<file path="src/rtl/axi_slave_if.sv">
//============================================================================
// Module  : axi_pkg / axi_write_interface / axi_read_interface
// Brief   : AXI4-Lite response type and write/read channel bundles.
// Revision: 1.0
//============================================================================
`default_nettype none

package axi_pkg;
    typedef enum logic [1:0] {
        OKAY   = 2'b00,
        SLVERR = 2'b10
    } axi_response_t;
endpackage

interface axi_write_interface;
    import axi_pkg::*;
    logic [31:0]   AWADDR;
    logic          AWVALID;
    logic          AWREADY;
    logic [31:0]   WDATA;
    logic [3:0]    WSTRB;
    logic          WVALID;
    logic          WREADY;
    axi_response_t BRESP;
    logic          BVALID;
    logic          BREADY;

    modport master (
        output AWADDR, AWVALID, WDATA, WSTRB, WVALID, BREADY,
        input  AWREADY, WREADY, BRESP, BVALID
    );
    modport slave (
        input  AWADDR, AWVALID, WDATA, WSTRB, WVALID, BREADY,
        output AWREADY, WREADY, BRESP, BVALID
    );
endinterface

interface axi_read_interface;
    import axi_pkg::*;
    logic [31:0]   ARADDR;
    logic          ARVALID;
    logic          ARREADY;
    logic [31:0]   RDATA;
    axi_response_t RRESP;
    logic          RVALID;
    logic          RREADY;

    modport master (
        output ARADDR, ARVALID, RREADY,
        input  ARREADY, RDATA, RRESP, RVALID
    );
    modport slave (
        input  ARADDR, ARVALID, RREADY,
        output ARREADY, RDATA, RRESP, RVALID
    );
endinterface

`default_nettype wire

</file>
<file path="src/rtl/axi_slave.sv">
//============================================================================
// Module  : axi_slave
// Brief   : Single-beat AXI4-Lite responder forwarding accesses to a simple
//           request/done device port, with address decode and timeout.
// Revision: 1.0
//============================================================================
`default_nettype none

module axi_slave
    import axi_pkg::*;
#(
    parameter logic [31:0] ADDR_LOW  = 32'h0000_0000,
    parameter logic [31:0] ADDR_HIGH = 32'h0000_0FFF,
    parameter int unsigned TIMEOUT   = 16
) (
    input  logic               axi_ACLK,
    input  logic               axi_ARESET,
    axi_write_interface.slave  write_channel,
    axi_read_interface.slave   read_channel,
    output logic               write_request_o,
    output logic [31:0]        write_address_o,
    output logic [31:0]        write_data_o,
    output logic [3:0]         write_strobe_o,
    input  logic               write_done_i,
    input  logic               write_error_i,
    output logic               read_request_o,
    output logic [31:0]        read_address_o,
    input  logic [31:0]        read_data_i,
    input  logic               read_done_i,
    input  logic               read_error_i
);

    localparam int unsigned c_timer_w = (TIMEOUT > 1) ? $clog2(TIMEOUT) : 1;
    localparam logic [c_timer_w-1:0] c_timer_last = c_timer_w'(TIMEOUT - 1);

    typedef enum logic [1:0] {W_IDLE, W_DEVICE, W_RESP} w_state_t;
    typedef enum logic [1:0] {R_IDLE, R_DEVICE, R_RESP} r_state_t;

    // Unsigned wrap makes this a single compare for any LOW <= HIGH window.
    function automatic logic f_in_range(input logic [31:0] addr);
        return (addr - ADDR_LOW) <= (ADDR_HIGH - ADDR_LOW);
    endfunction

    w_state_t               w_state_q, w_state_d;
    logic                   awready_q, awready_d;
    logic                   wready_q, wready_d;
    logic                   aw_held_q, aw_held_d;
    logic                   w_held_q, w_held_d;
    logic [31:0]            waddr_q, waddr_d;
    logic [31:0]            wdata_q, wdata_d;
    logic [3:0]             wstrb_q, wstrb_d;
    logic                   wreq_q, wreq_d;
    logic                   bvalid_q, bvalid_d;
    axi_response_t          bresp_q, bresp_d;
    logic [c_timer_w-1:0]   wtimer_q, wtimer_d;

    r_state_t               r_state_q, r_state_d;
    logic                   arready_q, arready_d;
    logic [31:0]            raddr_q, raddr_d;
    logic                   rreq_q, rreq_d;
    logic                   rvalid_q, rvalid_d;
    logic [31:0]            rdata_q, rdata_d;
    axi_response_t          rresp_q, rresp_d;
    logic [c_timer_w-1:0]   rtimer_q, rtimer_d;

    logic                   w_aw_hs;
    logic                   w_w_hs;
    logic                   w_ar_hs;

    assign w_aw_hs = write_channel.AWVALID & awready_q;
    assign w_w_hs  = write_channel.WVALID & wready_q;
    assign w_ar_hs = read_channel.ARVALID & arready_q;

    always_comb begin
        w_state_d = w_state_q;
        awready_d = awready_q;
        wready_d  = wready_q;
        aw_held_d = aw_held_q;
        w_held_d  = w_held_q;
        waddr_d   = waddr_q;
        wdata_d   = wdata_q;
        wstrb_d   = wstrb_q;
        wreq_d    = 1'b0;
        bvalid_d  = bvalid_q;
        bresp_d   = bresp_q;
        wtimer_d  = wtimer_q;
        case (w_state_q)
            W_IDLE: begin
                if (w_aw_hs) begin
                    aw_held_d = 1'b1;
                    waddr_d   = write_channel.AWADDR;
                end
                if (w_w_hs) begin
                    w_held_d = 1'b1;
                    wdata_d  = write_channel.WDATA;
                    wstrb_d  = write_channel.WSTRB;
                end
                awready_d = ~aw_held_d;
                wready_d  = ~w_held_d;
                if (aw_held_d && w_held_d) begin
                    aw_held_d = 1'b0;
                    w_held_d  = 1'b0;
                    if (f_in_range(waddr_d)) begin
                        w_state_d = W_DEVICE;
                        wreq_d    = 1'b1;
                        wtimer_d  = '0;
                    end else begin
                        w_state_d = W_RESP;
                        bvalid_d  = 1'b1;
                        bresp_d   = SLVERR;
                    end
                end
            end
            W_DEVICE: begin
                if (write_done_i) begin
                    w_state_d = W_RESP;
                    bvalid_d  = 1'b1;
                    bresp_d   = write_error_i ? SLVERR : OKAY;
                end else if (wtimer_q == c_timer_last) begin
                    w_state_d = W_RESP;
                    bvalid_d  = 1'b1;
                    bresp_d   = SLVERR;
                end else begin
                    wtimer_d = wtimer_q + 1'b1;
                end
            end
            W_RESP: begin
                if (write_channel.BREADY) begin
                    w_state_d = W_IDLE;
                    bvalid_d  = 1'b0;
                    awready_d = 1'b1;
                    wready_d  = 1'b1;
                end
            end
            default: w_state_d = W_IDLE;
        endcase
    end

    always_ff @(posedge axi_ACLK or posedge axi_ARESET) begin
        if (axi_ARESET) begin
            w_state_q <= W_IDLE;
            awready_q <= 1'b0;
            wready_q  <= 1'b0;
            aw_held_q <= 1'b0;
            w_held_q  <= 1'b0;
            waddr_q   <= '0;
            wdata_q   <= '0;
            wstrb_q   <= '0;
            wreq_q    <= 1'b0;
            bvalid_q  <= 1'b0;
            bresp_q   <= OKAY;
            wtimer_q  <= '0;
        end else begin
            w_state_q <= w_state_d;
            awready_q <= awready_d;
            wready_q  <= wready_d;
            aw_held_q <= aw_held_d;
            w_held_q  <= w_held_d;
            waddr_q   <= waddr_d;
            wdata_q   <= wdata_d;
            wstrb_q   <= wstrb_d;
            wreq_q    <= wreq_d;
            bvalid_q  <= bvalid_d;
            bresp_q   <= bresp_d;
            wtimer_q  <= wtimer_d;
        end
    end

    always_comb begin
        r_state_d = r_state_q;
        arready_d = arready_q;
        raddr_d   = raddr_q;
        rreq_d    = 1'b0;
        rvalid_d  = rvalid_q;
        rdata_d   = rdata_q;
        rresp_d   = rresp_q;
        rtimer_d  = rtimer_q;
        case (r_state_q)
            R_IDLE: begin
                arready_d = 1'b1;
                if (w_ar_hs) begin
                    arready_d = 1'b0;
                    raddr_d   = read_channel.ARADDR;
                    if (f_in_range(read_channel.ARADDR)) begin
                        r_state_d = R_DEVICE;
                        rreq_d    = 1'b1;
                        rtimer_d  = '0;
                    end else begin
                        r_state_d = R_RESP;
                        rvalid_d  = 1'b1;
                        rdata_d   = '0;
                        rresp_d   = SLVERR;
                    end
                end
            end
            R_DEVICE: begin
                if (read_done_i) begin
                    r_state_d = R_RESP;
                    rvalid_d  = 1'b1;
                    rdata_d   = read_data_i;
                    rresp_d   = read_error_i ? SLVERR : OKAY;
                end else if (rtimer_q == c_timer_last) begin
                    r_state_d = R_RESP;
                    rvalid_d  = 1'b1;
                    rdata_d   = '0;
                    rresp_d   = SLVERR;
                end else begin
                    rtimer_d = rtimer_q + 1'b1;
                end
            end
            R_RESP: begin
                if (read_channel.RREADY) begin
                    r_state_d = R_IDLE;
                    rvalid_d  = 1'b0;
                    arready_d = 1'b1;
                end
            end
            default: r_state_d = R_IDLE;
        endcase
    end

    always_ff @(posedge axi_ACLK or posedge axi_ARESET) begin
        if (axi_ARESET) begin
            r_state_q <= R_IDLE;
            arready_q <= 1'b0;
            raddr_q   <= '0;
            rreq_q    <= 1'b0;
            rvalid_q  <= 1'b0;
            rdata_q   <= '0;
            rresp_q   <= OKAY;
            rtimer_q  <= '0;
        end else begin
            r_state_q <= r_state_d;
            arready_q <= arready_d;
            raddr_q   <= raddr_d;
            rreq_q    <= rreq_d;
            rvalid_q  <= rvalid_d;
            rdata_q   <= rdata_d;
            rresp_q   <= rresp_d;
            rtimer_q  <= rtimer_d;
        end
    end

    assign write_channel.AWREADY = awready_q;
    assign write_channel.WREADY  = wready_q;
    assign write_channel.BVALID  = bvalid_q;
    assign write_channel.BRESP   = bresp_q;
    assign read_channel.ARREADY  = arready_q;
    assign read_channel.RVALID   = rvalid_q;
    assign read_channel.RDATA    = rdata_q;
    assign read_channel.RRESP    = rresp_q;

    assign write_request_o = wreq_q;
    assign write_address_o = waddr_q;
    assign write_data_o    = wdata_q;
    assign write_strobe_o  = wstrb_q;
    assign read_request_o  = rreq_q;
    assign read_address_o  = raddr_q;

endmodule

`default_nettype wire

</file>
<file path="src/flat_wrapper.sv">
// flat-port wrapper written by rule: the top's interface ports become plain ports
module axi_slave_flat import axi_pkg::*;
#(
    parameter logic [31:0] ADDR_LOW  = 32'h0000_0000,
    parameter logic [31:0] ADDR_HIGH = 32'h0000_0FFF,
    parameter int unsigned TIMEOUT   = 16
)
  (axi_ACLK, axi_ARESET, write_request_o, write_address_o, write_data_o, write_strobe_o, write_done_i, write_error_i, read_request_o, read_address_o, read_data_i, read_done_i, read_error_i, write_channel_AWADDR, write_channel_AWVALID, write_channel_WDATA, write_channel_WSTRB, write_channel_WVALID, write_channel_BREADY, write_channel_AWREADY, write_channel_WREADY, write_channel_BRESP, write_channel_BVALID, read_channel_ARADDR, read_channel_ARVALID, read_channel_RREADY, read_channel_ARREADY, read_channel_RDATA, read_channel_RRESP, read_channel_RVALID);
  axi_write_interface write_channel_i ();
  axi_read_interface read_channel_i ();
  input  logic axi_ACLK;
  input  logic axi_ARESET;
  output logic write_request_o;
  output logic [31:0] write_address_o;
  output logic [31:0] write_data_o;
  output logic [3:0] write_strobe_o;
  input  logic write_done_i;
  input  logic write_error_i;
  output logic read_request_o;
  output logic [31:0] read_address_o;
  input  logic [31:0] read_data_i;
  input  logic read_done_i;
  input  logic read_error_i;
  input wire logic [$bits(write_channel_i.AWADDR)-1:0] write_channel_AWADDR;
  input wire logic [$bits(write_channel_i.AWVALID)-1:0] write_channel_AWVALID;
  input wire logic [$bits(write_channel_i.WDATA)-1:0] write_channel_WDATA;
  input wire logic [$bits(write_channel_i.WSTRB)-1:0] write_channel_WSTRB;
  input wire logic [$bits(write_channel_i.WVALID)-1:0] write_channel_WVALID;
  input wire logic [$bits(write_channel_i.BREADY)-1:0] write_channel_BREADY;
  output wire logic [$bits(write_channel_i.AWREADY)-1:0] write_channel_AWREADY;
  output wire logic [$bits(write_channel_i.WREADY)-1:0] write_channel_WREADY;
  output wire logic [$bits(write_channel_i.BRESP)-1:0] write_channel_BRESP;
  output wire logic [$bits(write_channel_i.BVALID)-1:0] write_channel_BVALID;
  input wire logic [$bits(read_channel_i.ARADDR)-1:0] read_channel_ARADDR;
  input wire logic [$bits(read_channel_i.ARVALID)-1:0] read_channel_ARVALID;
  input wire logic [$bits(read_channel_i.RREADY)-1:0] read_channel_RREADY;
  output wire logic [$bits(read_channel_i.ARREADY)-1:0] read_channel_ARREADY;
  output wire logic [$bits(read_channel_i.RDATA)-1:0] read_channel_RDATA;
  output wire logic [$bits(read_channel_i.RRESP)-1:0] read_channel_RRESP;
  output wire logic [$bits(read_channel_i.RVALID)-1:0] read_channel_RVALID;
  assign write_channel_i.AWADDR = write_channel_AWADDR;
  assign write_channel_i.AWVALID = write_channel_AWVALID;
  assign write_channel_i.WDATA = write_channel_WDATA;
  assign write_channel_i.WSTRB = write_channel_WSTRB;
  assign write_channel_i.WVALID = write_channel_WVALID;
  assign write_channel_i.BREADY = write_channel_BREADY;
  assign write_channel_AWREADY = write_channel_i.AWREADY;
  assign write_channel_WREADY = write_channel_i.WREADY;
  assign write_channel_BRESP = write_channel_i.BRESP;
  assign write_channel_BVALID = write_channel_i.BVALID;
  assign read_channel_i.ARADDR = read_channel_ARADDR;
  assign read_channel_i.ARVALID = read_channel_ARVALID;
  assign read_channel_i.RREADY = read_channel_RREADY;
  assign read_channel_ARREADY = read_channel_i.ARREADY;
  assign read_channel_RDATA = read_channel_i.RDATA;
  assign read_channel_RRESP = read_channel_i.RRESP;
  assign read_channel_RVALID = read_channel_i.RVALID;
  axi_slave #(.ADDR_LOW(ADDR_LOW), .ADDR_HIGH(ADDR_HIGH), .TIMEOUT(TIMEOUT)) u_core (.axi_ACLK(axi_ACLK), .axi_ARESET(axi_ARESET), .write_channel(write_channel_i), .read_channel(read_channel_i), .write_request_o(write_request_o), .write_address_o(write_address_o), .write_data_o(write_data_o), .write_strobe_o(write_strobe_o), .write_done_i(write_done_i), .write_error_i(write_error_i), .read_request_o(read_request_o), .read_address_o(read_address_o), .read_data_i(read_data_i), .read_done_i(read_done_i), .read_error_i(read_error_i));
endmodule
</file>
<file path="config.mk">
export PLATFORM = sky130hd
export DESIGN_NAME = axi_slave_flat
export DESIGN_NICKNAME = d
export VERILOG_FILES = /design/src/rtl/axi_slave_if.sv /design/src/rtl/axi_slave.sv /design/src/flat_wrapper.sv
export SDC_FILE = /design/constraint.sdc
export NUM_CORES = 1
export LEC_CHECK = 0
export BUFFER_PORTS_ARGS = -buffer_cell sky130_fd_sc_hd__buf_2
export CAP_MARGIN = 20
export CELL_PAD_IN_SITES_DETAIL_PLACEMENT = 1
export CELL_PAD_IN_SITES_GLOBAL_PLACEMENT = 1
export CORE_MARGIN = 5
export CORE_UTILIZATION = 38
export CTS_CLUSTER_SIZE = 40
export DETAILED_ROUTE_END_ITERATION = 10
export GPL_ROUTABILITY_DRIVEN = 1
export PLACE_DENSITY = 0.95
export RECOVER_POWER = 100
export SLEW_MARGIN = 0
export SYNTH_ARGS = -nofsm -noshare
export SYNTH_HDL_FRONTEND = slang
export SYNTH_SLANG_ARGS = --single-unit
</file>
<file path="constraint.sdc">
create_clock -name axi_ACLK -period 11.3 [get_ports axi_ACLK]
set_clock_uncertainty 0.05 [all_clocks]
set_input_delay 1.695 -clock axi_ACLK [delete_from_list [all_inputs] [get_ports axi_ACLK]]
set_output_delay 1.695 -clock axi_ACLK [all_outputs]
set_load 0.05 [all_outputs]
</file>
==> results.tsv, run 1 <==
metric	value	unit
first-pass GRT wire length	28200	um
postcts setup bufs	0	
failing checks	capacitance limit, slew limit	
Pleak	0.00385	uW
setup TNS	0	ps
post-CTS sizing	0	
grt total ovfl	0	
vias per inst	4.86	
CP max FO	35	
H-tree lvl count	4	
CP Capture Type	flip-flop	
post-layout min period	4600	ps
most common cell after layout, fill and taps aside	dfrtp_1	
die area	18600	um2
average size of a mapped cell	12.7	um2
routed wire length	18400	um
Net Sw Power	1310	uW
Worst Hold Margin	423	ps
Worst-Skew Late Latency	410	ps
ANT cells	0	
total power divided by cell area	333	nW/um2
Antenna Nets Post-Route	0	
CTS sink cnt	155	
clock buffer depth	2	
Worst-Margin Slew	3600	ps
Worst-path clk slew	60	ps
part of the cycle the worst path needs	40.7	%
R2R cell count	7	
Ys Warns	0	
peak supply drop	0.000137	V
worst path arrival time	4750	ps
Max Cap Viol	5	
Post-CTS Hold Fix Bufs	0	
count of cell types in the netlist	41	
RSZ-0062 raised after global routing	false	
post-synthesis cell count	478	
Hold Path Depth	2	
power share of the clock group	22.6	%
routed via count	4819	
f_max	0.217	GHz
DPL Wire Length	13800	um
port bufs	283	
GPL Wtd Cong	0.817	
share of cells above drive strength 1	32.7	%
io pins	286	
startpoint types	input pin	
count of pins over their slew limit	204	
initial antenna violation count	0	
sequential-to-total area share from yosys stat	63.8	%
Hold Vio Cnt, Final	0	
area delta synth->final	33.8	%
reg2reg end	u_core.r_state_q[1]$_DFFE_PP0P_	
status	finished with violations	
fin nets	908	
CTS tree	yes	
WL per Instance	18.6	um
critical register-to-register path startpoint	u_core.r_state_q[1]$_DFFE_PP0P_	
die width	136	um
DRT iter0 DRCs	151	
Placement Cell Area	7680	um2
Critical Path RT	11440	ps
Post-synth EDFFs	0	
CTS buffer count	17	
sequential power share	32.4	%
final instance area	8140	um2
die height	136	um
Core Rows	46	
Syn Std Cell Area	6080	um2
min-delay src	u_core.read_address_o[21]$_DFFE_PP0P_	
Logic pwr share	45.0	%
root buf cell	clkbuf_16	
HP Class	flip-flop to flip-flop	
Main synth FF type	dfrtp_1	
vias in the first global route	5347	
initial core utilization	38.5	%
ys async rst share	100	%
switching share of power	48.2	%
Worst R2R Setup Slack	7530	ps
Total GRT Usage	19.4	%
# setup viols final	0	
Initial DRT Pass Iterations	4	
hold endpoint	u_core.read_address_o[21]$_DFFE_PP0P_	
largest net degree at the start of global routing	85	
Int Pwr	1400	uW
DRC violations left	0	
core footprint	15800	um2
max_slew headroom	-141	%
most frequent cells in the layout	dfrtp_1 (155), clkbuf_1 (150), buf_2 (139)	
Yosys reg bits	155	
WS Path Type	input pin to flip-flop	
[worst max-delay path: stages]
cell      delay, ps
buf_2           110
nand3_1          70
clkbuf_1       1090
a21oi_1         280
o31ai_4         110
clkbuf_1       1120
o21ai_0         270
[stage by stage]
step                power (uW)  setup slack [ps]  cells  util, %
floorplan                 1820              5380    479        -
global placement          2110              7910    959     48.7
detailed placement        2160              7850    959     48.7
CTS                       2790              8290    991     52.8
global route              2840              6090    992     51.6
finish                    2710              6700    992     51.6
[worst max-delay path by stage]
| stage | startpoint | end | slack (ps) |
|---|---|---|---|
| after floorplan | axi_ARESET | u_core.aw_held_q$_DFFE_PP0P_ | 5380 |
| after CTS | read_channel_ARADDR[28] | u_core.r_state_q[1]$_DFFE_PP0P_ | 8290 |
| final | read_channel_ARVALID | u_core.r_state_q[1]$_DFFE_PP0P_ | 6700 |
| after detailed placement | axi_ARESET | u_core.read_channel.RDATA[28]$_DFFE_PP0P_ | 7850 |
| after global routing | axi_ARESET | u_core.read_channel.RDATA[25]$_DFFE_PP0P_ | 6090 |
| after global placement | axi_ARESET | u_core.read_channel.RDATA[28]$_DFFE_PP0P_ | 7910 |
[Yosys cell counts, types with 2 or more instances]
cell type,count,area share (%)
nand3_1,2,0.16
dfrtp_1,155,64
mux2_2,68,13
nor2b_1,2,0.21
a22o_2,13,2.1
nand4_1,4,0.41
buf_2,6,0.49
clkbuf_1,11,0.68
mux2i_1,2,0.33
o21ai_0,5,0.41
nor4_1,15,1.5
nor3_1,2,0.16
nor2_1,18,1.1
buf_6,3,0.56
inv_1,8,0.49
nand2b_1,3,0.31
and3_1,4,0.41
xor2_1,3,0.43
ha_1,2,0.41
a22o_1,19,2.7
nand2_1,103,6.4
buf_4,5,0.62
a21oi_1,7,0.58
[flip-flops by register name, summed over array words and instances, names as in the netlist, 2 cells and up]
register	count
u_core.read_address_o	32
u_core.read_channel.RDATA	32
u_core.write_address_o	32
u_core.write_data_o	32
u_core.rtimer_q	4
u_core.write_strobe_o	4
u_core.wtimer_q	4
u_core.r_state_q	2
u_core.w_state_q	2
[cells by family (layout without fill, tap and decap cells)]
logic type	Yosys count	count (layout)	share of synthesized area (%)
AOI/OAI and AO/OA	55	55	7.95
xor gates and xnor gates	4	4	0.576
adders and majority gates	2	2	0.412
buffers and inverters	33	330	2.84
DFF	155	155	63.8
muxes	70	70	12.9
other	1	2	0.0617
and+or+nand+nor	158	158	11.4
[final cells by class]
type,count,area [um2]
Multi-Input combinational cell,291,2020
Tap cell,216,270
Fill cell,1835,7630
Clock buffer,22,474
Timing Repair Buffer,290,1290
Inverter,8,31.3
Clock inverter,10,163
Sequential cell,155,3880
[metal layers]
metal  wire length [um]  GRT usage (%)
met5                  0              0
met1               7040           21.9
met2               9390           33.8
met4                642           8.51
met3               1360           6.00
[power by group through the flow]
stage / Clock (uW) / Combinational [uW] / Sequential, uW
4_1_cts: 627 / 1290 / 875
3_3_place_gp: 0 / 1250 / 865
2_1_floorplan: 0 / 297 / 1530
3_5_place_dp: 0 / 1280 / 881
5_1_grt: 649 / 1280 / 904
6_report: 613 / 1220 / 877
No activity file was read; power rests on OpenSTA's default activity.
==> inputs of run 2 (changes only) <==
--- a/config.mk
+++ b/config.mk
@@ -10,11 +10,11 @@
 export CELL_PAD_IN_SITES_DETAIL_PLACEMENT = 1
 export CELL_PAD_IN_SITES_GLOBAL_PLACEMENT = 1
 export CORE_MARGIN = 5
-export CORE_UTILIZATION = 38
+export CORE_UTILIZATION = 35
 export CTS_CLUSTER_SIZE = 40
 export DETAILED_ROUTE_END_ITERATION = 10
 export GPL_ROUTABILITY_DRIVEN = 1
-export PLACE_DENSITY = 0.95
+export PLACE_DENSITY = 0.89
 export RECOVER_POWER = 100
 export SLEW_MARGIN = 0
 export SYNTH_ARGS = -nofsm -noshare
==> constraint.sdc (replaced) <==
create_clock -name axi_ACLK -period 4.5 [get_ports axi_ACLK]
set_clock_uncertainty 0.05 [all_clocks]
set_input_delay 0.675 -clock axi_ACLK [delete_from_list [all_inputs] [get_ports axi_ACLK]]
set_output_delay 0.675 -clock axi_ACLK [all_outputs]
set_load 0.05 [all_outputs]
==> results.tsv, run 2 (synthesized netlist as in run 1, its figures left out) <==
metric	value	unit
hold endpoint	u_core.read_address_o[4]$_DFFE_PP0P_	
routed via count	4855	
final design utilization	47.4	%
Hold Path Depth	3	
share of cells above drive strength 1	33.6	%
Sequential Area	3880	um2
core footprint	17200	um2
worst path arrival time	3360	ps
vias in the first global route	5321	
CTS sink cnt	155	
max_slew headroom	-54.1	%
Max Cap Viol	3	
Total GRT Usage	18.0	%
Pleak	0.00386	uW
min-delay src	read_channel_ARADDR[4]	
startpoint types	flip-flop	
die height	142	um
Worst-path clk slew	60	ps
post-CTS sizing	0	
final instance area	8150	um2
CP Capture Type	flip-flop	
Core Rows	48	
critical register-to-register path startpoint	u_core.w_state_q[1]$_DFFE_PP0P_	
Multi-input gate area	2010	um2
H-tree lvl count	4	
Critical Path RT	4740	ps
most common cell after layout, fill and taps aside	dfrtp_1	
HP Class	input pin to flip-flop	
fill cell count	1983	
routed wire length	18300	um
grt total ovfl	0	
die width	142	um
failing checks	capacitance limit, slew limit	
Hold Vio Cnt, Final	0	
port bufs	283	
sequential power share	32.1	%
root buf cell	clkbuf_16	
CTS tree	yes	
WL per Instance	18.3	um
total design power	6850	uW
Initial DRT Pass Iterations	4	
most frequent cells in the layout	dfrtp_1 (155), clkbuf_1 (148), buf_2 (139)	
Placement Cell Area	7710	um2
initial core utilization	35.4	%
setup TNS	0	ps
io pins	286	
reg2reg end	u_core.write_data_o[30]$_DFFE_PP0P_	
part of the cycle the worst path needs	69.3	%
CP max FO	36	
clock buffer depth	2	
# setup viols final	0	
Antenna Nets Post-Route	0	
first-pass GRT wire length	28600	um
switching share of power	47.9	%
post-layout min period	3120	ps
RSZ-0062 raised after global routing	false	
Int Pwr	3570	uW
GPL Wtd Cong	0.750	
DRC violations left	0	
Worst-Skew Late Latency	410	ps
largest net degree at the start of global routing	93	
DRT iter0 DRCs	182	
total power divided by cell area	841	nW/um2
vias per inst	4.85	
postcts setup bufs	0	
Logic pwr share	44.5	%
WS Path Type	flip-flop to flip-flop	
area delta synth->final	34.0	%
peak supply drop	0.000394	V
Worst-Margin Slew	2310	ps
count of pins over their slew limit	166	
f_max	0.321	GHz
die area	20100	um2
initial antenna violation count	1	
status	finished with violations	
power share of the clock group	23.4	%
DPL Wire Length	13500	um
Net Sw Power	3280	uW
ANT cells	0	
CTS buffer count	17	
R2R cell count	4	
Post-CTS Hold Fix Bufs	0	
Worst R2R Setup Slack	1380	ps
fin nets	909	
## run 2: cell types whose count changed in the layout (fill, tap and decap cells not counted), moves of 2 or more
cell	change
clkbuf_1	-2
clkinv_2	-2
inv_6	+3
mux2_1	-6
mux2_2	+6
## run 2: how the worst max path moves through the flow
stage | cells after the start | endpoint | start
after global routing | 6 | u_core.r_state_q[1]$_DFFE_PP0P_ | u_core.r_state_q[1]$_DFFE_PP0P_
after detailed placement | 5 | u_core.write_address_o[10]$_DFFE_PP0P_ | write_channel_AWVALID
after CTS | 3 | u_core.write_address_o[12]$_DFFE_PP0P_ | u_core.w_state_q[1]$_DFFE_PP0P_
after global placement | 5 | u_core.write_address_o[11]$_DFFE_PP0P_ | write_channel_AWVALID
final | 4 | u_core.write_data_o[30]$_DFFE_PP0P_ | u_core.w_state_q[1]$_DFFE_PP0P_
after floorplan | 1 | u_core.aw_held_q$_DFFE_PP0P_ | axi_ARESET
## run 2: worst max-delay path, stage by stage (launching register included)
cell and delay [ps]:
dfrtp_1 500, nor2_1 310, and3_1 220, clkbuf_1 1440, mux2_2 460
## run 2: power groups by stage
stage                     clock [uW]  combinational (uW)  sequential, uW
after CTS                       1650                3220            2190
after global routing            1720                3200            2260
after global placement             0                3140            2170
after detailed placement           0                3210            2200
final                           1610                3050            2200
after floorplan                    0                 747            3830
## run 2: layer usage
metal	vias to the layer above	track usage, %	share of wire, %
met5	-	0	0.071
met4	2	7.32	2.7
met3	40	5.46	7.1
met2	186	31.2	53
met1	2395	20.7	38
li1	2232	-	-
## run 2: final cells by class
class / instances / area share (%)
Inverter: 8 / 0.384
Sequential cell: 155 / 47.6
Timing Repair Buffer: 291 / 15.7
Multi-Input combinational cell: 291 / 24.7
Clock buffer: 19 / 5.56
Tap cell: 225 / 3.46
Clock inverter: 12 / 2.58
## run 2: per-stage QoR
stage	hold WS, ps	setup WS (ps)	cells
floorplan	418	1820	479
global placement	402	2030	969
detailed placement	408	1930	969
CTS	375	2240	1000
global route	387	1090	1001
finish	398	1380	1001
